`config.mk`:
```
export PLATFORM = sky130hd
export DESIGN_NAME = pipe_stage_skid
export DESIGN_NICKNAME = d
export VERILOG_FILES = /design/src/rtl/pipe_pkg.sv /design/src/rtl/sat_counter.sv /design/src/rtl/pipe_stage_skid.sv
export SDC_FILE = /design/constraint.sdc
export NUM_CORES = 1
export LEC_CHECK = 0
export CAP_MARGIN = 20
export CORE_MARGIN = 3
export CORE_UTILIZATION = 25
export DETAILED_ROUTE_END_ITERATION = 6
export PLACE_DENSITY = 0.53
export SLEW_MARGIN = 5
export SYNTH_ARGS = -nofsm -noshare
export SYNTH_HDL_FRONTEND = slang
export SYNTH_SLANG_ARGS = --single-unit
```
`constraint.sdc`:
```
create_clock -name clk -period 21.3 [get_ports clk]
set_input_delay 6.39 -clock clk [delete_from_list [all_inputs] [get_ports clk]]
set_output_delay 6.39 -clock clk [all_outputs]
set_load 0.05 [all_outputs]
```
`src/rtl/pipe_pkg.sv`:
```
// rtl/pipe_pkg.sv - shared state encoding and per-boundary widths for pipeline stages
package pipe_pkg;

  typedef enum logic [1:0] {
    ST_EMPTY = 2'd0,
    ST_ONE   = 2'd1,
    ST_FULL  = 2'd2
  } state_t;

  localparam int IF_ID_CTRL_W  = 4;
  localparam int IF_ID_DATA_W  = 64;
  localparam int ID_EX_CTRL_W  = 16;
  localparam int ID_EX_DATA_W  = 96;
  localparam int EX_MEM_CTRL_W = 8;
  localparam int EX_MEM_DATA_W = 69;
  localparam int MEM_WB_CTRL_W = 4;
  localparam int MEM_WB_DATA_W = 37;

endpackage

```
`src/rtl/sat_counter.sv`:
```
// rtl/sat_counter.sv - saturating event counter, cleared only by reset
module sat_counter #(
  parameter int W = 16
) (
  input  logic         clk,
  input  logic         Reset,
  input  logic         inc,
  output logic [W-1:0] count
);

  always_ff @(posedge clk or posedge Reset) begin
    if (Reset) begin
      count <= '0;
    end else if (inc && (count != {W{1'b1}})) begin
      count <= count + W'(1);
    end
  end

endmodule

```
`src/rtl/pipe_stage_skid.sv`:
```
// rtl/pipe_stage_skid.sv - valid/ready pipeline register with 2-entry skid buffer,
// flush with control-zeroing bubbles, and stall/flush counters.
module pipe_stage_skid
  import pipe_pkg::*;
#(
  parameter int CTRL_W             = 16,
  parameter int DATA_W             = 96,
  parameter int CNT_W              = 16,
  parameter bit ZERO_DATA_ON_FLUSH = 1'b0
) (
  input  logic              clk,
  input  logic              Reset,
  input  logic              flush,
  input  logic              in_valid,
  output logic              in_ready,
  input  logic [CTRL_W-1:0] in_ctrl,
  input  logic [DATA_W-1:0] in_data,
  output logic              out_valid,
  input  logic              out_ready,
  output logic [CTRL_W-1:0] out_ctrl,
  output logic [DATA_W-1:0] out_data,
  output logic [1:0]        occupancy,
  output logic [CNT_W-1:0]  stall_cnt,
  output logic [CNT_W-1:0]  flush_cnt
);

  state_t            state, state_n;
  logic [CTRL_W-1:0] main_ctrl, main_ctrl_n, skid_ctrl, skid_ctrl_n;
  logic [DATA_W-1:0] main_data, main_data_n, skid_data, skid_data_n;
  logic              in_fire, out_fire;

  assign in_fire  = in_valid & in_ready;
  assign out_fire = out_valid & out_ready;
  assign out_ctrl = main_ctrl;
  assign out_data = main_data;

  always_comb begin
    state_n     = state;
    main_ctrl_n = main_ctrl;
    main_data_n = main_data;
    skid_ctrl_n = skid_ctrl;
    skid_data_n = skid_data;
    case (state)
      ST_EMPTY: begin
        if (in_fire) begin
          state_n     = ST_ONE;
          main_ctrl_n = in_ctrl;
          main_data_n = in_data;
        end
      end
      ST_ONE: begin
        if (in_fire && out_fire) begin
          main_ctrl_n = in_ctrl;
          main_data_n = in_data;
        end else if (in_fire) begin
          state_n     = ST_FULL;
          skid_ctrl_n = in_ctrl;
          skid_data_n = in_data;
        end else if (out_fire) begin
          // Bubble: control must read zero so downstream enables stay low.
          state_n     = ST_EMPTY;
          main_ctrl_n = '0;
        end
      end
      ST_FULL: begin
        if (out_fire) begin
          state_n     = ST_ONE;
          main_ctrl_n = skid_ctrl;
          main_data_n = skid_data;
          skid_ctrl_n = '0;
        end
      end
      default: state_n = ST_EMPTY;
    endcase

    if (flush) begin
      state_n     = ST_EMPTY;
      main_ctrl_n = '0;
      skid_ctrl_n = '0;
      if (ZERO_DATA_ON_FLUSH) begin
        main_data_n = '0;
        skid_data_n = '0;
      end
    end
  end

  // Handshake outputs are flops of the next state, so out_ready never reaches in_ready combinationally.
  always_ff @(posedge clk or posedge Reset) begin
    if (Reset) begin
      state     <= ST_EMPTY;
      main_ctrl <= '0;
      main_data <= '0;
      skid_ctrl <= '0;
      skid_data <= '0;
      in_ready  <= 1'b1;
      out_valid <= 1'b0;
      occupancy <= 2'd0;
    end else begin
      state     <= state_n;
      main_ctrl <= main_ctrl_n;
      main_data <= main_data_n;
      skid_ctrl <= skid_ctrl_n;
      skid_data <= skid_data_n;
      in_ready  <= (state_n != ST_FULL);
      out_valid <= (state_n != ST_EMPTY);
      occupancy <= state_n;
    end
  end

  sat_counter #(.W(CNT_W)) u_stall_cnt (
    .clk   (clk),
    .Reset (Reset),
    .inc   (out_valid & ~out_ready),
    .count (stall_cnt)
  );

  sat_counter #(.W(CNT_W)) u_flush_cnt (
    .clk   (clk),
    .Reset (Reset),
    .inc   (flush & (state != ST_EMPTY)),
    .count (flush_cnt)
  );

endmodule

```
==> metrics.md, run 1 <==
| Metric | Value |
|---|---|
| Die height | `218 um` |
| Setup crit start | `in_valid` |
| VDD IR max | `80.5 uV` |
| Root buffer cell | `clkbuf_16` |
| Drt drc | `0` |
| # diodes | `0` |
| Tcrit/Tclk final | `0.402` |
| Pleak | `~6.0 nW` |
| DRT iter0 DRCs | `about 440` |
| RR Startpoint | `state[0]$_DFF_PP0_` |
| CP Class | `in -> reg` |
| Final wirelength | `just over 30000 um` |
| Unrepaired setup endpoints after global routing | `false` |
| Initial antenna violation count | `2` |
| GPL Wtd Cong | `0.716` |
| Post-Syn Area | `roughly 11000 um2` |
| H-tree lvl count | `1` |
| Clk pin slew, worst setup/hold paths | `0.06 ns` |
| Final Cell Area | `between 15000 and 20000 um2` |
| Crit path arrival time | `9.00 ns` |
| Fin crit period | `around 8.6 ns` |
| Via count | `8037` |
| Ys Warns | `0` |
| Most common cell after layout, fill and taps aside | `clkdlybuf4s50_1` |
| Setup crit end kind | `flip-flop` |
| Largest net degree at the start of global routing | `123` |
| Max Fclk | `117 MHz` |
| Gate Count Post-Synth | `938` |
| First-pass GRT wire length | `48100 um` |
| Fraction of layout cells with a size suffix above 1 | `0.142` |
| CTS tree | `built` |
| Vias/cell | `4.48` |
| Core area | `43600 um2` |
| Post-synth top flop | `dfrtp_1` |
| Final nets | `1309` |
| DP Area | `14400 um2` |
| Syn avg cell area | `11.9 um2` |
| Die width | `218 um` |
| Power density over the cells | `142 nW/um2` |
| Fin Clk Skew | `0.0102 ns` |
| GR Util All Layers | `0.125` |
| Final setup TNS | `0 ns` |
| Post-synth EDFFs | `0` |
| Number of global-route vias before repair | `around 8400` |
| Clock Path Buffers | `3` |
| Class of the worst hold path | `reg -> reg` |
| Min-delay src | `skid_data[59]$_DFFE_PP0P_` |
| Total grt overflow | `0` |
| Area Overhead vs Synth | `37.6%` |
| Fin. Hold Viols | `0` |
| Finish-stage setup viols | `0` |
| Clk_lat worst skew | `around 0.57 ns` |
| IO Pins | `265` |
| FF+latch count, synth | `260` |
| DR pass1 iterations | `6` |
| Slew of the pin with the lowest slew margin | `approximately 1.1 ns` |
| Die area | `47300 um2` |
| Library cells used by synthesis | `51` |
| Seq/Total Area, Yosys | `0.581` |
| Wire per inst | `16.9 um` |
| Placement Rows | `76` |
| Post-CTS setup repair buffer count | `0` |
| Starting Density | `0.256` |
| Ys async rst share | `1.00` |
| PostCTS Resize Cnt | `0` |
| Port bufs | `264` |
| Most frequent cells in the layout | `264 x clkdlybuf4s50_1, 259 x dfrtp_1, 121 x nor2_1` |
| Final Slew Violations | `0` |
| Crit-path max FO | `between 60 and 70` |
| CP required | `21.75 ns` |
| Antenna-violating nets left | `0` |
| Startpoint types | `input port` |
| TritonCTS sink count | `260` |
| HPWL Detailed | `19500 um` |
| Post-Syn Nets | `1061` |
| Status | `finished clean` |
| Slew HR | `0.272` |
| Maxcap violations | `0` |
| Cts bufs inserted | `30` |
| Post-CTS Hold Fix Bufs | `0` |
worst paths after layout:
check	to	cells after the start	slack [ns]
worst min-delay path	skid_data[59]$_DFFE_PP0P_	1	0.49
max in group asynchronous	u_stall_cnt.count[2]$_DFFE_PP0P_	3	13.29
min in group asynchronous	out_data[46]$_DFFE_PP0P_	2	6.34
worst max-delay path	skid_data[9]$_DFFE_PP0P_	6	12.75
worst max register to register	out_data[56]$_DFFE_PP0P_	8	18.00
worst min register to register	skid_data[59]$_DFFE_PP0P_	1	0.49
through the flow:
step / setup slack (ns) / hold WS, ns / std cells / power (W) / util
after detailed placement: 12.16 / 0.476 / 1739 / 0.00168 / 0.330
after CTS: 12.77 / 0.490 / 1793 / 0.00222 / 0.353
after floorplan: 7.76 / 0.458 / 938 / 0.00137 / -
after global routing: 12.60 / 0.512 / 1793 / 0.00230 / 0.353
after global placement: 12.18 / 0.467 / 1739 / 0.00166 / 0.330
final: 12.75 / 0.489 / 1793 / 0.00218 / 0.353
where the power goes:
part	internal, W	total (W)	switching, W
clock network	0.000310	0.000522	0.000212
registers	0.000683	0.000796	0.000114
logic	0.000321	0.000862	0.000541
total	0.00131	0.00218	0.000866
registers in the layout, summed over array words and instances, names as in the netlist:
name               flops
out_data              96
skid_data             96
out_ctrl              16
skid_ctrl             16
u_flush_cnt.count     16
u_stall_cnt.count     16
state                  2
in_ready               1
out_valid              1
metal layers:
layer | up-vias | wire length, um | GRT usage
li1 | 3803 | - | -
met1 | 4013 | 13300 | 0.160
met2 | 175 | 14100 | 0.206
met3 | 44 | 2190 | 0.0382
met4 | 2 | 731 | 0.0344
met5 | - | 13 | 0
cell usage after synthesis (2+ instances only):
| library cell | count | area share |
|---|---|---|
| a21oi_1 | 113 | 0.051 |
| a221oi_1 | 6 | 0.0047 |
| buf_4 | 3 | 0.0020 |
| buf_2 | 25 | 0.011 |
| and4_1 | 7 | 0.0055 |
| o21ai_0 | 4 | 0.0018 |
| clkbuf_1 | 24 | 0.0080 |
| a221oi_2 | 10 | 0.013 |
| mux2_1 | 4 | 0.0040 |
| and3_1 | 7 | 0.0039 |
| nor2_1 | 121 | 0.041 |
| nand4_1 | 7 | 0.0039 |
| nand2b_1 | 2 | 0.0011 |
| buf_1 | 5 | 0.0017 |
| dfrtp_1 | 259 | 0.58 |
| and2_1 | 2 | 0.0011 |
| xor2_1 | 7 | 0.0055 |
| nand2_1 | 30 | 0.010 |
| inv_1 | 7 | 0.0023 |
| mux2_2 | 94 | 0.095 |
| nor3_1 | 20 | 0.0089 |
| ha_1 | 6 | 0.0067 |
| mux2i_1 | 96 | 0.086 |
| nand3_1 | 32 | 0.014 |
| xnor2_1 | 21 | 0.016 |
logic make-up (layout without fill, tap and decap cells):
logic type      Yosys count  count (layout)  synth area share
flops                   260             260             0.581
buf+inv                  65             335            0.0263
simple gates            236             236            0.0949
xor+xnor                 28              28            0.0219
compound gates          148             148            0.0835
fa+ha+maj                 7               7           0.00760
mux                     194             194             0.184
worst max-delay path, stage by stage:
cell	delay [ns]
clkdlybuf4s50_1	0.54
nand3_2	0.17
a21oi_4	0.14
buf_4	0.43
buf_4	0.81
mux2_2	0.42
area by class of cell:
cell class / instances / area [um2]
Fill cell: 4341 / 28200
Sequential cell: 260 / 6510
Multi-Input combinational cell: 613 / 4420
Timing Repair Buffer: 274 / 2720
Clock buffer: 46 / 892
Tap cell: 585 / 732
Clock inverter: 8 / 95.1
Inverter: 7 / 33.8
Note: power is estimated with default switching activity, not from simulation.
==> run 2: changes to the inputs <==
- PLACE_DENSITY: 0.53 -> 0.54
- clock period: 21.3 -> 6.9 ns (I/O delays scaled with it)
==> metrics.md, run 2 (synthesis gave the netlist of run 1 again) <==
| Metric | Value |
|---|---|
| CP required | `7.34 ns` |
| Cts bufs inserted | `34` |
| Largest net degree at the start of global routing | `about 150` |
| Maxcap violations | `0` |
| R2R cell count | `8` |
| CP Class | `in -> reg` |
| Wire per inst | `16.5 um` |
| Most common cell after layout, fill and taps aside | `clkdlybuf4s50_1` |
| Total grt overflow | `0` |
| Fraction of layout cells with a size suffix above 1 | `0.145` |
| Reg-to-reg endpoint | `out_data[14]$_DFFE_PP0P_` |
| Via count | `7909` |
| Max incr delay on CP | `0.80 ns` |
| # diodes | `0` |
| Placement Rows | `76` |
| Slew of the pin with the lowest slew margin | `around 1.1 ns` |
| Max Fclk | `242 MHz` |
| Final Slew Violations | `0` |
| Pleak | `6.08 nW` |
| Status | `finished clean` |
| Post-CTS setup repair buffer count | `0` |
| FILL cells | `4278` |
| RR Startpoint | `state[0]$_DFF_PP0_` |
| Initial antenna violation count | `1` |
| Tcrit/Tclk final | `0.600` |
| Class of the worst hold path | `reg -> reg` |
| Most frequent cells in the layout | `264 x clkdlybuf4s50_1, 259 x dfrtp_1, 121 x nor2_1` |
| Final wirelength | `29500 um` |
| Startpoint types | `input port` |
| Finish-stage setup viols | `0` |
| First-pass GRT wire length | `46100 um` |
| Post-route insts no fill | `1794` |
| Worst setup margin | `between 2 and 3 ns` |
| DR pass1 iterations | `6` |
| GPL Wtd Cong | `0.730` |
| Setup crit end kind | `flip-flop` |
| Fin. Hold Viols | `0` |
| Antenna-violating nets left | `0` |
| DP Cell Count | `1738` |
| TritonCTS sink count | `260` |
| Fin crit period | `4.14 ns` |
| Clk pin slew, worst setup/hold paths | `0.05 ns` |
| VDD IR max | `roughly 240 uV` |
| Area Overhead vs Synth | `38.9%` |
| Total power | `0.00685 W` |
| Crit path max-delay cell type | `a32o_4` |
| Number of global-route vias before repair | `8151` |
| CTS tree | `built` |
| Fin Clk Skew | `roughly 0.0076 ns` |
| Post-Place Setup Slack | `around 2.2 ns` |
| PostCTS Resize Cnt | `0` |
| R2r setup slk | `about 3.4 ns` |
| Post-CTS Hold Fix Bufs | `0` |
| IO Pins | `265` |
| Die height | `between 200 and 250 um` |
| Final nets | `approximately 1300` |
| GR Util All Layers | `0.123` |
| Port bufs | `264` |
| Crit path arrival time | `approximately 4.6 ns` |
| Slew HR | `0.278` |
| Root buffer cell | `clkbuf_16` |
| Setup crit start | `out_ready` |
| Worst-path cell chain | `clkdlybuf4s50_1, nand2_2, inv_1, a32o_4, buf_4, nor2_1, a21oi_1` |
| Clock Path Buffers | `3` |
| Core area | `between 40000 and 50000 um2` |
| Vias/cell | `4.41` |
| Starting Density | `0.256` |
| Worst setup endpoint | `out_data[14]$_DFFE_PP0P_` |
| Crit-path max FO | `94` |
| Utilization after layout | `0.356` |
| Clk_lat worst skew | `about 0.52 ns` |
| Unrepaired setup endpoints after global routing | `false` |
| H-tree lvl count | `2` |
| Die width | `218 um` |
| Multi-input gate area | `about 4400 um2` |
| Power density over the cells | `440 nW/um2` |
| Register area | `6510 um2` |
| Die area | `47300 um2` |
| HPWL Detailed | `19000 um` |
| Final setup TNS | `0 ns` |
| Drt drc | `0` |
| DRT iter0 DRCs | `485` |
run 2: power by group:
part	internal, W	total (W)	switching [W]
sequential	0.00211	0.00247	0.000359
combinational	0.000998	0.00265	0.00166
clock	0.00107	0.00173	0.000656
total	0.00418	0.00685	0.00267
run 2: layout make-up:
type	count	area share
Inverter	7	0.00193
Timing Repair Buffer	273	0.178
Sequential cell	260	0.418
Multi-Input combinational cell	613	0.284
Clock inverter	7	0.00426
Clock buffer	49	0.0663
Tap cell	585	0.0471
run 2: how the worst min path moves through the flow:
stage | startpoint | endpoint | slack [ns] | depth (start not counted)
2_1_floorplan | skid_data[31]$_DFFE_PP0P_ | skid_data[31]$_DFFE_PP0P_ | 0.46 | 1
3_3_place_gp | skid_data[31]$_DFFE_PP0P_ | skid_data[31]$_DFFE_PP0P_ | 0.47 | 1
3_5_place_dp | skid_data[31]$_DFFE_PP0P_ | skid_data[31]$_DFFE_PP0P_ | 0.48 | 1
4_1_cts | skid_data[31]$_DFFE_PP0P_ | skid_data[31]$_DFFE_PP0P_ | 0.49 | 1
5_1_grt | skid_data[31]$_DFFE_PP0P_ | skid_data[31]$_DFFE_PP0P_ | 0.50 | 1
6_report | skid_data[31]$_DFFE_PP0P_ | skid_data[31]$_DFFE_PP0P_ | 0.49 | 1
run 2: metal layers:
layer  up-vias  GRT usage  part of all wire
met5         -          0           0.00061
met3        42     0.0350             0.069
met1      3827      0.159              0.44
met2       226      0.195              0.46
met4         2     0.0454             0.025
li1       3812          -                 -
run 2: worst max-delay path, delay by kind of cell:
| family | cells | cell delay, ns |
|---|---|---|
| AND/OR/NAND/NOR | 2 | 0.26 |
| buffers and inverters | 3 | 1.21 |
| AO/OA/AOI/OAI | 2 | 0.93 |
run 2: metrics by stage:
stage,hold slack (ns),area [um2]
5_1_grt,0.499,15500
4_1_cts,0.490,15500
3_3_place_gp,0.468,14500
2_1_floorplan,0.458,11200
6_report,0.485,15500
3_5_place_dp,0.478,14500
==> run 3: changes to the inputs <==
- PLACE_DENSITY: 0.54 -> 0.53
- clock period: 6.9 -> 4.2 ns (I/O delays scaled with it)
==> metrics.md, run 3 (synthesis gave the netlist of run 1 again) <==
| Metric | Value |
|---|---|
| Crit path depth | `1` |
| Placement Rows | `76` |
| First-pass GRT wire length | `48000 um` |
| Status | `finished clean` |
| GPL Wtd Cong | `0.762` |
| Die height | `218 um` |
| Final nets | `1317` |
| Initial antenna violation count | `2` |
| Worst-path cell chain | `clkdlybuf4s50_1` |
| Area Overhead vs Synth | `39.2%` |
| Max incr delay on CP | `0.82 ns` |
| Startpoint types | `flip-flop` |
| DP Area | `14600 um2` |
| H-tree lvl count | `1` |
| CTS tree | `built` |
| Post-CTS Hold Fix Bufs | `0` |
| CP required | `slightly below 3 ns` |
| DP Cell Count | `1747` |
| Root buffer cell | `clkbuf_16` |
| Slew of the pin with the lowest slew margin | `0.836 ns` |
| Core area | `43600 um2` |
| GR Util All Layers | `0.126` |
| Power density over the cells | `709 nW/um2` |
| DRT iter0 DRCs | `415` |
| Pleak | `6.11 nW` |
| Clock Path Buffers | `3` |
| Largest net degree at the start of global routing | `95` |
| Post-CTS setup repair buffer count | `0` |
| Number of global-route vias before repair | `8325` |
| Most frequent cells in the layout | `264 x clkdlybuf4s50_1, 259 x dfrtp_1, 121 x nor2_1` |
| Slew HR | `0.442` |
| VDD IR max | `361 uV` |
| Crit path max-delay cell type | `clkdlybuf4s50_1` |
| Final setup TNS | `0 ns` |
| Finish-stage setup viols | `0` |
| Port bufs | `around 260` |
| Class of the worst hold path | `reg -> reg` |
| Fin. Hold Viols | `0` |
| PostCTS Resize Cnt | `0` |
| Fin crit period | `3.22 ns` |
| Most common cell after layout, fill and taps aside | `clkdlybuf4s50_1` |
| Crit-path leading delay family | `buffers and inverters` |
| TritonCTS sink count | `260` |
| Clk_lat worst skew | `0.55 ns` |
| Maxcap violations | `0` |
| Vias/cell | `4.45` |
| Setup crit end kind | `primary output` |
| IO Pins | `roughly 270` |
| Final wirelength | `30100 um` |
| Clk pin slew, worst setup/hold paths | `0.06 ns` |
| DR pass1 iterations | `5` |
| CP Class | `reg -> out` |
| Antenna-violating nets left | `0` |
| Cts bufs inserted | `30` |
| Drt drc | `0` |
| Fin Clk Skew | `0.00682 ns` |
| Fraction of layout cells with a size suffix above 1 | `0.150` |
| R2r setup slk | `~1.8 ns` |
| WP buf/inv | `1` |
| Max Fclk | `311 MHz` |
| Hold Path Depth | `1` |
| # diodes | `0` |
| Starting Density | `0.256` |
| HPWL Detailed | `~20000 um` |
| Die area | `47300 um2` |
| Crit path arrival time | `1.96 ns` |
| Unrepaired setup endpoints after global routing | `false` |
| Final Cell Area | `15600 um2` |
| Post-route insts no fill | `1800` |
| Total power | `approximately 0.011 W` |
| Total grt overflow | `0` |
| Wire per inst | `16.7 um` |
| Tcrit/Tclk final | `0.767` |
| Crit-path max FO | `5` |
| Die width | `approximately 220 um` |
| R2R cell count | `6` |
| Final Slew Violations | `0` |
| Via count | `8002` |
## run 3: changes by cell type in the layout (fill, tap and decap cells not counted), moves of 2 or more
| cell | delta |
|---|---|
| buf_4 | +4 |
| buf_12 | +5 |
| clkbuf_16 | -6 |
| clkbuf_8 | +2 |
| clkinv_2 | +3 |
## run 3: through the flow
stage | worst slack [ns] | hold WS (ns) | util
5_1_grt | 0.907 | 0.515 | 0.357
4_1_cts | 0.924 | 0.492 | 0.357
3_3_place_gp | 0.784 | 0.467 | 0.334
2_1_floorplan | -0.487 | 0.458 | -
3_5_place_dp | 0.730 | 0.479 | 0.334
6_report | 0.980 | 0.489 | 0.357
## run 3: final timing paths
check                                                    to                       from
max                                                in_ready         in_ready$_DFF_PP1_
min reg2reg                       skid_data[59]$_DFFE_PP0P_  skid_data[59]$_DFFE_PP0P_
min in group asynchronous  u_flush_cnt.count[7]$_DFFE_PP0P_                      Reset
max reg2reg                         out_ctrl[7]$_DFFE_PP0P_         state[0]$_DFF_PP0_
min                               skid_data[59]$_DFFE_PP0P_  skid_data[59]$_DFFE_PP0P_
max in group asynchronous         skid_data[78]$_DFFE_PP0P_                      Reset
## run 3: area by class of cell
type	count	area [um2]
tap	585	732
clock inverter	9	95.1
timing repair buffer	282	2890
multi-input combinational	613	4420
sequential	260	6510
fill	4276	28100
clock buffer	44	905
inverter	7	30.0
## run 3: layer usage
metal  GRT usage  vias up  share of wire
met5           0        -        0.00090
met4      0.0270        4          0.018
met2       0.208      182           0.47
met3      0.0393       40          0.072
li1            -     3833              -
met1       0.162     3943           0.44
## run 3: power breakdown
part           internal, W  switching, W  total (W)
clock network      0.00160       0.00102    0.00262
registers          0.00346      0.000578    0.00404
logic              0.00166       0.00274    0.00439
total              0.00672       0.00434     0.0111
